<file path="config.mk">
export PLATFORM = sky130hd
export DESIGN_NAME = imm_gen_pipe
export DESIGN_NICKNAME = d
export VERILOG_FILES = /design/src/rtl/imm_gen_pipe.sv
export SDC_FILE = /design/constraint.sdc
export NUM_CORES = 1
export LEC_CHECK = 0
export BUFFER_PORTS_ARGS = -buffer_cell sky130_fd_sc_hd__buf_2
export CAP_MARGIN = 20
export CORE_ASPECT_RATIO = 1.1
export CORE_MARGIN = 5
export CORE_UTILIZATION = 25
export DETAILED_ROUTE_END_ITERATION = 7
export PLACE_DENSITY = 0.47
export SYNTH_ARGS = -nofsm -noshare
export SYNTH_HDL_FRONTEND = slang
export SYNTH_SLANG_ARGS = --single-unit
</file>
<file path="constraint.sdc">
create_clock -name clk -period 2.7 [get_ports clk]
set_input_delay 0.135 -clock clk [delete_from_list [all_inputs] [get_ports clk]]
set_output_delay 0.135 -clock clk [all_outputs]
set_load 0.005 [all_outputs]
</file>
<file path="src/rtl/imm_gen_pipe.sv">
// imm_gen_pipe: RV32I/RV64I immediate generator (I/S/B/U/J) with one-cycle
// registered latency behind a valid/ready output register plus skid register.
// Revision: 1.0
`default_nettype none

module imm_gen_pipe #(
  parameter int XLEN  = 64,
  parameter int TAG_W = 8,
  parameter int CNT_W = 8
) (
  input  logic             clk,
  input  logic             rst_n,
  input  logic             in_valid,
  output logic             in_ready,
  input  logic [31:0]      instr,
  input  logic [TAG_W-1:0] in_tag,
  output logic             out_valid,
  input  logic             out_ready,
  output logic [XLEN-1:0]  imm_out,
  output logic [2:0]       imm_fmt,
  output logic             imm_known,
  output logic [TAG_W-1:0] out_tag,
  output logic [CNT_W-1:0] err_cnt
);

  localparam logic [2:0] c_fmt_none = 3'd0;
  localparam logic [2:0] c_fmt_i    = 3'd1;
  localparam logic [2:0] c_fmt_s    = 3'd2;
  localparam logic [2:0] c_fmt_b    = 3'd3;
  localparam logic [2:0] c_fmt_u    = 3'd4;
  localparam logic [2:0] c_fmt_j    = 3'd5;

  logic [31:0]      w_imm32;
  logic [2:0]       w_fmt;
  logic             w_known;
  logic [XLEN-1:0]  w_imm;
  logic             w_accept;
  logic             w_xfer;

  logic             out_valid_q;
  logic [XLEN-1:0]  out_imm_q;
  logic [2:0]       out_fmt_q;
  logic             out_known_q;
  logic [TAG_W-1:0] out_tag_q;
  logic             skid_valid_q;
  logic [XLEN-1:0]  skid_imm_q;
  logic [2:0]       skid_fmt_q;
  logic             skid_known_q;
  logic [TAG_W-1:0] skid_tag_q;
  logic [CNT_W-1:0] err_q;
  logic [CNT_W-1:0] err_d;

  always_comb begin
    w_imm32 = 32'h0;
    w_fmt   = c_fmt_none;
    w_known = 1'b0;
    case (instr[6:0])
      7'b0000011, 7'b0010011, 7'b0011011, 7'b1100111: begin
        w_imm32 = {{20{instr[31]}}, instr[31:20]};
        w_fmt   = c_fmt_i;
        w_known = 1'b1;
      end
      7'b0100011: begin
        w_imm32 = {{20{instr[31]}}, instr[31:25], instr[11:7]};
        w_fmt   = c_fmt_s;
        w_known = 1'b1;
      end
      7'b1100011: begin
        w_imm32 = {{19{instr[31]}}, instr[31], instr[7], instr[30:25], instr[11:8], 1'b0};
        w_fmt   = c_fmt_b;
        w_known = 1'b1;
      end
      7'b0110111, 7'b0010111: begin
        w_imm32 = {instr[31:12], 12'h000};
        w_fmt   = c_fmt_u;
        w_known = 1'b1;
      end
      7'b1101111: begin
        w_imm32 = {{11{instr[31]}}, instr[31], instr[19:12], instr[20], instr[30:21], 1'b0};
        w_fmt   = c_fmt_j;
        w_known = 1'b1;
      end
      default: begin
        w_imm32 = 32'h0;
        w_fmt   = c_fmt_none;
        w_known = 1'b0;
      end
    endcase
  end

  // Extend from the decoded value so unrecognised opcodes stay exactly zero.
  generate
    if (XLEN > 32) begin : g_ext_wide
      assign w_imm = {{(XLEN-32){w_imm32[31]}}, w_imm32};
    end else begin : g_ext_none
      assign w_imm = w_imm32;
    end
  endgenerate

  // in_ready depends only on reset and the registered skid flag, never on out_ready.
  assign in_ready = rst_n & ~skid_valid_q;
  assign w_accept = in_valid & in_ready;
  assign w_xfer   = out_valid_q & out_ready;

  always_comb begin
    err_d = err_q;
    if (w_accept && !w_known && (err_q != {CNT_W{1'b1}})) begin
      err_d = err_q + CNT_W'(1);
    end
  end

  always_ff @(posedge clk) begin
    if (!rst_n) begin
      out_valid_q  <= 1'b0;
      out_imm_q    <= '0;
      out_fmt_q    <= c_fmt_none;
      out_known_q  <= 1'b0;
      out_tag_q    <= '0;
      skid_valid_q <= 1'b0;
      skid_imm_q   <= '0;
      skid_fmt_q   <= c_fmt_none;
      skid_known_q <= 1'b0;
      skid_tag_q   <= '0;
      err_q        <= '0;
    end else begin
      if (w_xfer || !out_valid_q) begin
        if (skid_valid_q) begin
          out_valid_q  <= 1'b1;
          out_imm_q    <= skid_imm_q;
          out_fmt_q    <= skid_fmt_q;
          out_known_q  <= skid_known_q;
          out_tag_q    <= skid_tag_q;
          skid_valid_q <= 1'b0;
        end else if (w_accept) begin
          out_valid_q  <= 1'b1;
          out_imm_q    <= w_imm;
          out_fmt_q    <= w_fmt;
          out_known_q  <= w_known;
          out_tag_q    <= in_tag;
        end else begin
          out_valid_q  <= 1'b0;
        end
      end else if (w_accept) begin
        skid_valid_q <= 1'b1;
        skid_imm_q   <= w_imm;
        skid_fmt_q   <= w_fmt;
        skid_known_q <= w_known;
        skid_tag_q   <= in_tag;
      end
      err_q <= err_d;
    end
  end

  assign out_valid = out_valid_q;
  assign imm_out   = out_imm_q;
  assign imm_fmt   = out_fmt_q;
  assign imm_known = out_known_q;
  assign out_tag   = out_tag_q;
  assign err_cnt   = err_q;

endmodule

`default_nettype wire

</file>
## Word level (Yosys, flattened, before mapping)

Index checks and enable logic that the tools add are counted.

- Flip-flop bits (word level): 130
- Output and inout bits: 86
- Word-level logic and storage cells: 53
- Bits of input ports: 44

- Bitwise logic cells: 6
- Reduce and logical (&&, ||, !) cells: 12
- Eq/ne operators: 10
- Add/sub/neg operators: 1
- Muxes and demuxes: 13

Operators by type and width:

| operator | number |
|---|---|
| 32-bit one-hot mux with 5 select lines | 1 |
| 64-bit 2-to-1 mux | 2 |
| 7-bit by 5-bit equality test with 1-bit output (second input constant) | 3 |
| 7-bit equality test (second input constant) | 3 |
| 8-bit 2-to-1 mux | 2 |
| 3-bit one-hot mux with 5 select lines | 1 |
| 7-bit by 6-bit equality test with 1-bit output (second input constant) | 2 |
| 9-bit OR reduction | 1 |
| 8-bit by 1-bit adder with 8-bit output (second input constant) | 1 |
| 8-bit != test (second input constant) | 1 |
| 7-bit by 2-bit equality test with 1-bit output (second input constant) | 1 |
| 3-bit 2-to-1 mux | 2 |
| 1-bit 2-to-1 mux | 5 |
| 2-bit AND reduction | 2 |
| 2-bit OR reduction | 2 |
| 4-bit OR reduction | 1 |
| 1-bit AND | 3 |
| 1-bit inverter | 3 |
| 1-bit logical AND | 2 |
| 1-bit zero test | 2 |
| 2-bit nonzero test | 1 |
| 1-bit logical OR | 1 |

## Depth between registers and ports, before layout

- Depth in word-level cells: 6
- Mapped depth: 7
- Mapped depth without buffers: 6

## Least setup slack after synthesis

No wires, ideal clock.

- Kind: input port to flip-flop
- From: input port instr[3]
- To: register out_imm_q[25] (netlist: imm_out[25])
- Data arrival time: 1.617 ns
- Required time: 2.630 ns
- Library setup time: 0.070 ns
- Buffers on the path: 2
- Slack: 1.013 ns
- Stages: 7
- Cells stage by stage: buf_6 -> nor2b_1 -> or4_4 -> a211oi_4 -> buf_6 -> o21ai_0 -> a21oi_1

- Word-level cells in the longest chain between the ends: 5
- Elaborated cells on any way between the ends: 14
- Those cells by class: eq/ne: 9; mux: 3; reduce/logical: 2

RTL lines:

| element | RTL line | RTL |
|---|---|---|
| from (decl) | 15 | `input logic [31:0] instr,` |
| 7-bit by 2-bit equality test with 1-bit output, or another cell as far along | 57 | `case (instr[6:0])` |
| 4-bit OR reduction / 2-bit OR reduction (equally long branches) | n/a |  |
| 32-bit one-hot mux with 5 select lines (*) | 57 |  |
| 64-bit 2-to-1 mux (*) | 134 | `end else if (w_accept) begin` |
| 64-bit 2-to-1 mux (*) | 127 | `if (skid_valid_q) begin` |
| to (signal assigned) | 129 | `out_imm_q <= skid_imm_q;` |
| to (signal assigned) | 136 | `out_imm_q <= w_imm;` |
| to (decl) | 41 | `logic [XLEN-1:0] out_imm_q;` |

Every way passes the cells marked *; elsewhere a longest branch is shown, timed or not. The select of a mux whose other input is x is not followed.
A chain may end at the register's enable or synchronous reset.

## Worst setup path in the final report

- From: register err_q[0] (netlist: err_cnt[0])
- To: register err_q[3] (netlist: err_cnt[3])

- Word-level cells in the longest chain between the ends: 2
- Elaborated cells on any way between the ends: 3
- Those cells by class: add/sub: 1; eq/ne: 1; reduce/logical: 1

RTL lines:

| element | RTL line | RTL |
|---|---|---|
| from (decl) | 50 | `logic [CNT_W-1:0] err_q;` |
| from (signal assigned) | 150 | `err_q <= err_d;` |
| branches (longest 2 deep; another with 8-bit by 1-bit adder with 8-bit output) | n/a |  |

Parallel ways; which one is timed is not known.

==> flow_summary.yaml <==
outcome:
  status: "finished, final reports clean"
critical_path:
  cp.buffers_inverters: 0
  crit_path_max_incr_delay_ns: 0.45
  critical_path.max_fanout: 14
  crit_chain: "ha_1, and3_1, a21boi_0, nand3_1, or3_1, a21oi_1"
  setup.worst_path.end: "err_cnt[3]"
  critPathKind: "flip-flop to flip-flop"
  ff2ff_path_depth: 6
  critPathTopFamily: "simple AND/OR/NAND/NOR gates"
  cp-end-kind: "flip-flop"
  r2r_slack_ns: 0.67
  crit_start: "err_cnt[0]"
  crit_required_ns: 2.97
  cp.arrival_ns: 2.31
  critPathSlowestCell: "or3_1"
  crit_cells: 6
  r2r-start: "err_cnt[0]"
  reg2reg_to: "err_cnt[3]"
  critPathLaunchType: "flip-flop"
global_route:
  grt_pass1_wl_um: 22000
  track_usage_pct: 13.0
  gr-usage-met2_pct: 22.1
  grt_max_degree: 46
  gr-total-overflow: 0
  grt_use_met1_pct: 16.0
  grtUsageMet3_pct: 3.01
  antenna_found_initial: 1
  busiest_layer: "met2"
  grt_pass1_vias: 4174
sta:
  fmax_mhz: 492
  slew_headroom_pct: 52.0
  rsz0062_at_grt: "no"
  final_min_period_over_clock_period_pct: 75.3
  slew_viol_final: 0
  fin_worst_skew_ns: 0.00759
  setup_viol: 0
  fin_setup_tns_ns: 0
  min_period_ns: 2.03
  finalHoldViolCount: 0
  tightest_slew_ns: 0.719
floorplan:
  initial_core_util_pct: 25.6
  die-area_um2: 21100
  row_count: 51
  die_h_um: 152
  io_pins: 130
  coreArea_um2: 17800
  die_x_um: 139
cells_and_area:
  syn2layout_area_growth_pct: 20.0
  regArea_um2: 1960
  drive_gt1_share_pct: 26.2
  fillers: 1892
  fin_nets: 678
  utilization_pct: 30.8
  multi_input_area_um2: 2180
synthesis:
  synth_compound_area_share_pct: 26.7
  synth_ff_type: "dfxtp_1"
  synthXorXnorAreaFrac_pct: 0.192
  synth_area_per_cell_um2: 8.19
  synth_edf_count: 0
  async_reset_ff_share_pct: 0
  netlist_area_um2: 4560
  synth.distinct_cells: 51
  synth_top_family_by_area: "compound AO/OA/AOI/OAI gates"
  syn_nets: 602
  synthSimpleGateAreaFrac_pct: 18.0
  synthAdderAreaFrac_pct: 0.274
  yosys_warnings: 0
  ys_seq_area_share_pct: 43.0
  ys_seq_elements: 98
  muxShareOfSynthArea_pct: 2.41
  syn_inst: 557
pwr:
  power_density_nw_per_um2: 582
  power.leakage_nw: 2.20
  irDropWorstVdd_mv: 0.300
  clkPwrFrac_pct: 39.5
  power_frac_seq_pct: 48.6
  comb_power_share_pct: 11.9
  p_sw_share_pct: 27.1
  switchingPower_mw: 0.865
  p_int_mw: 2.32
clock_network:
  h-tree-depth: 3
  postCtsSetupBuffers: 0
  cts_buffers: 9
  clock_path_buffers: 2
  cts_hold_buffers: 0
  clockRootBuffer: "clkbuf_16"
  cts.sinks: 98
  cts_resized: 0
  cts_tree: "built"
  insertion_delay_ns: 0.35
  clk_transition_reported_paths_ns: 0.07
route:
  via_per_inst: 4.89
  drt_iter0_drc: 209
  drc: 0
  first_pass_iters: 4
  vias: 4290
  ant_nets: 0
  drt-total-wl_um: 13800
  routedWlPerCell_um: 15.7
place:
  gp_congestion: 0.841
  port-buffer-count: 129
  hpwlAfterDp_um: 9800
run:
  drv_cap: 0
worst_hold_path:
  holdCritPathClass: "input pin to flip-flop"
==> worst reg2reg max path, cell delays in order (launching register included) <==
cell	delay (ns)
dfxtp_1	0.37
ha_1	0.26
and3_1	0.19
a21boi_0	0.22
nand3_1	0.34
or3_1	0.45
a21oi_1	0.13
==> power groups by stage <==
stage	registers (mW)	logic, mW	clock network (mW)
global route	1.56	0.429	1.35
floorplan	1.58	0.238	0
global placement	1.58	0.384	0
finish	1.55	0.381	1.26
detailed placement	1.58	0.387	0
CTS	1.55	0.389	1.29
==> Yosys cell counts (2+ instances only) <==
cell type	number	area share, %
buf_6	2	0.49
buf_4	32	5.3
a211oi_2	2	0.55
nand2_1	37	3.0
o21ai_1	5	0.55
or3_1	5	0.69
nand2b_1	2	0.27
dfxtp_1	98	43
nor3_1	18	2.0
a21oi_1	77	8.4
buf_2	5	0.55
o21ai_0	66	7.2
a22oi_1	10	1.6
mux2i_1	11	2.4
nand3_1	8	0.88
nor2b_1	7	0.96
o211ai_1	10	1.6
nand4_1	2	0.27
or2_2	3	0.41
and3_1	4	0.55
nor2_1	43	3.5
nand3b_1	10	1.6
a211oi_1	15	2.5
and2_1	14	1.9
a221oi_1	7	1.3
a221o_1	4	0.88
o31ai_1	2	0.33
clkbuf_1	35	2.9
==> cell families (layout without fill, tap and decap cells) <==
family,count (synthesis),count (layout)
buffers and inverters,77,158
multiplexers,11,11
AO/OA/AOI/OAI,206,206
AND/OR/NAND/NOR,163,163
adder cells (fa/ha/maj),1,1
other,0,1
flip-flops,98,98
XOR/XNOR,1,1
==> metrics by stage <==
step / cell area (um2) / hold slack, ns / total power, mW / setup WS (ns) / cells
after CTS: 5480 / 0.0261 / 3.23 / 0.682 / 876
after global routing: 5480 / 0.0421 / 3.34 / 0.466 / 877
after global placement: 5190 / 0.393 / 1.96 / 0.716 / 860
after detailed placement: 5190 / 0.398 / 1.97 / 0.659 / 860
after floorplan: 4560 / 0.260 / 1.82 / 1.01 / 557
final: 5480 / 0.0366 / 3.19 / 0.666 / 877
==> cells in the final DEF, fill, tap and decap left out, drive strengths merged, types with 3 or more instances in the layout <==
cell        n
buf       140
dfxtp      98
a21oi      78
o21ai      71
nor2       43
nand2      37
nor3       18
a211oi     18
and2       15
mux2i      11
nand3b     10
a22oi      10
o211ai     10
clkbuf     10
nand3       8
nor2b       7
a221oi      7
or3         5
and3        4
a221o       4
inv         4
or2         3
clkinvlp    3
==> worst min-delay path by stage <==
stage,from,endpoint,slack [ns],depth (start not counted)
5_1_grt,in_tag[2],skid_tag_q[2],0.04,3
3_3_place_gp,in_tag[6],skid_tag_q[6],0.39,3
6_report,in_tag[6],skid_tag_q[6],0.04,3
3_5_place_dp,in_tag[6],skid_tag_q[6],0.40,3
4_1_cts,in_tag[6],skid_tag_q[6],0.03,3
2_1_floorplan,in_valid,out_valid,0.26,2
==> state kept, by name, indices dropped and copies added (netlist names) <==
signal and flops:
imm_fmt 3, imm_known 1, skid_tag_q 8, imm_out 32
skid_valid_q 1, err_cnt 8, out_valid 1, skid_fmt_q 3
out_tag 8, skid_imm_q 32, skid_known_q 1
==> layout make-up <==
class | count | share of cell area (%)
sequential | 98 | 35.8
clock buffer | 10 | 4.36
timing repair buffer | 140 | 13.5
antenna | 1 | 0.0457
clock inverter | 6 | 0.891
inverter | 2 | 0.137
tap | 238 | 5.44
multi-input combinational | 382 | 39.8
==> per-layer routing <==
metal	vias up	share of wire, %
met2	136	48
met4	0	1.8
li1	2124	-
met3	17	5.4
met5	-	0
met1	2013	44
No activity file was read; power rests on OpenSTA's default activity.
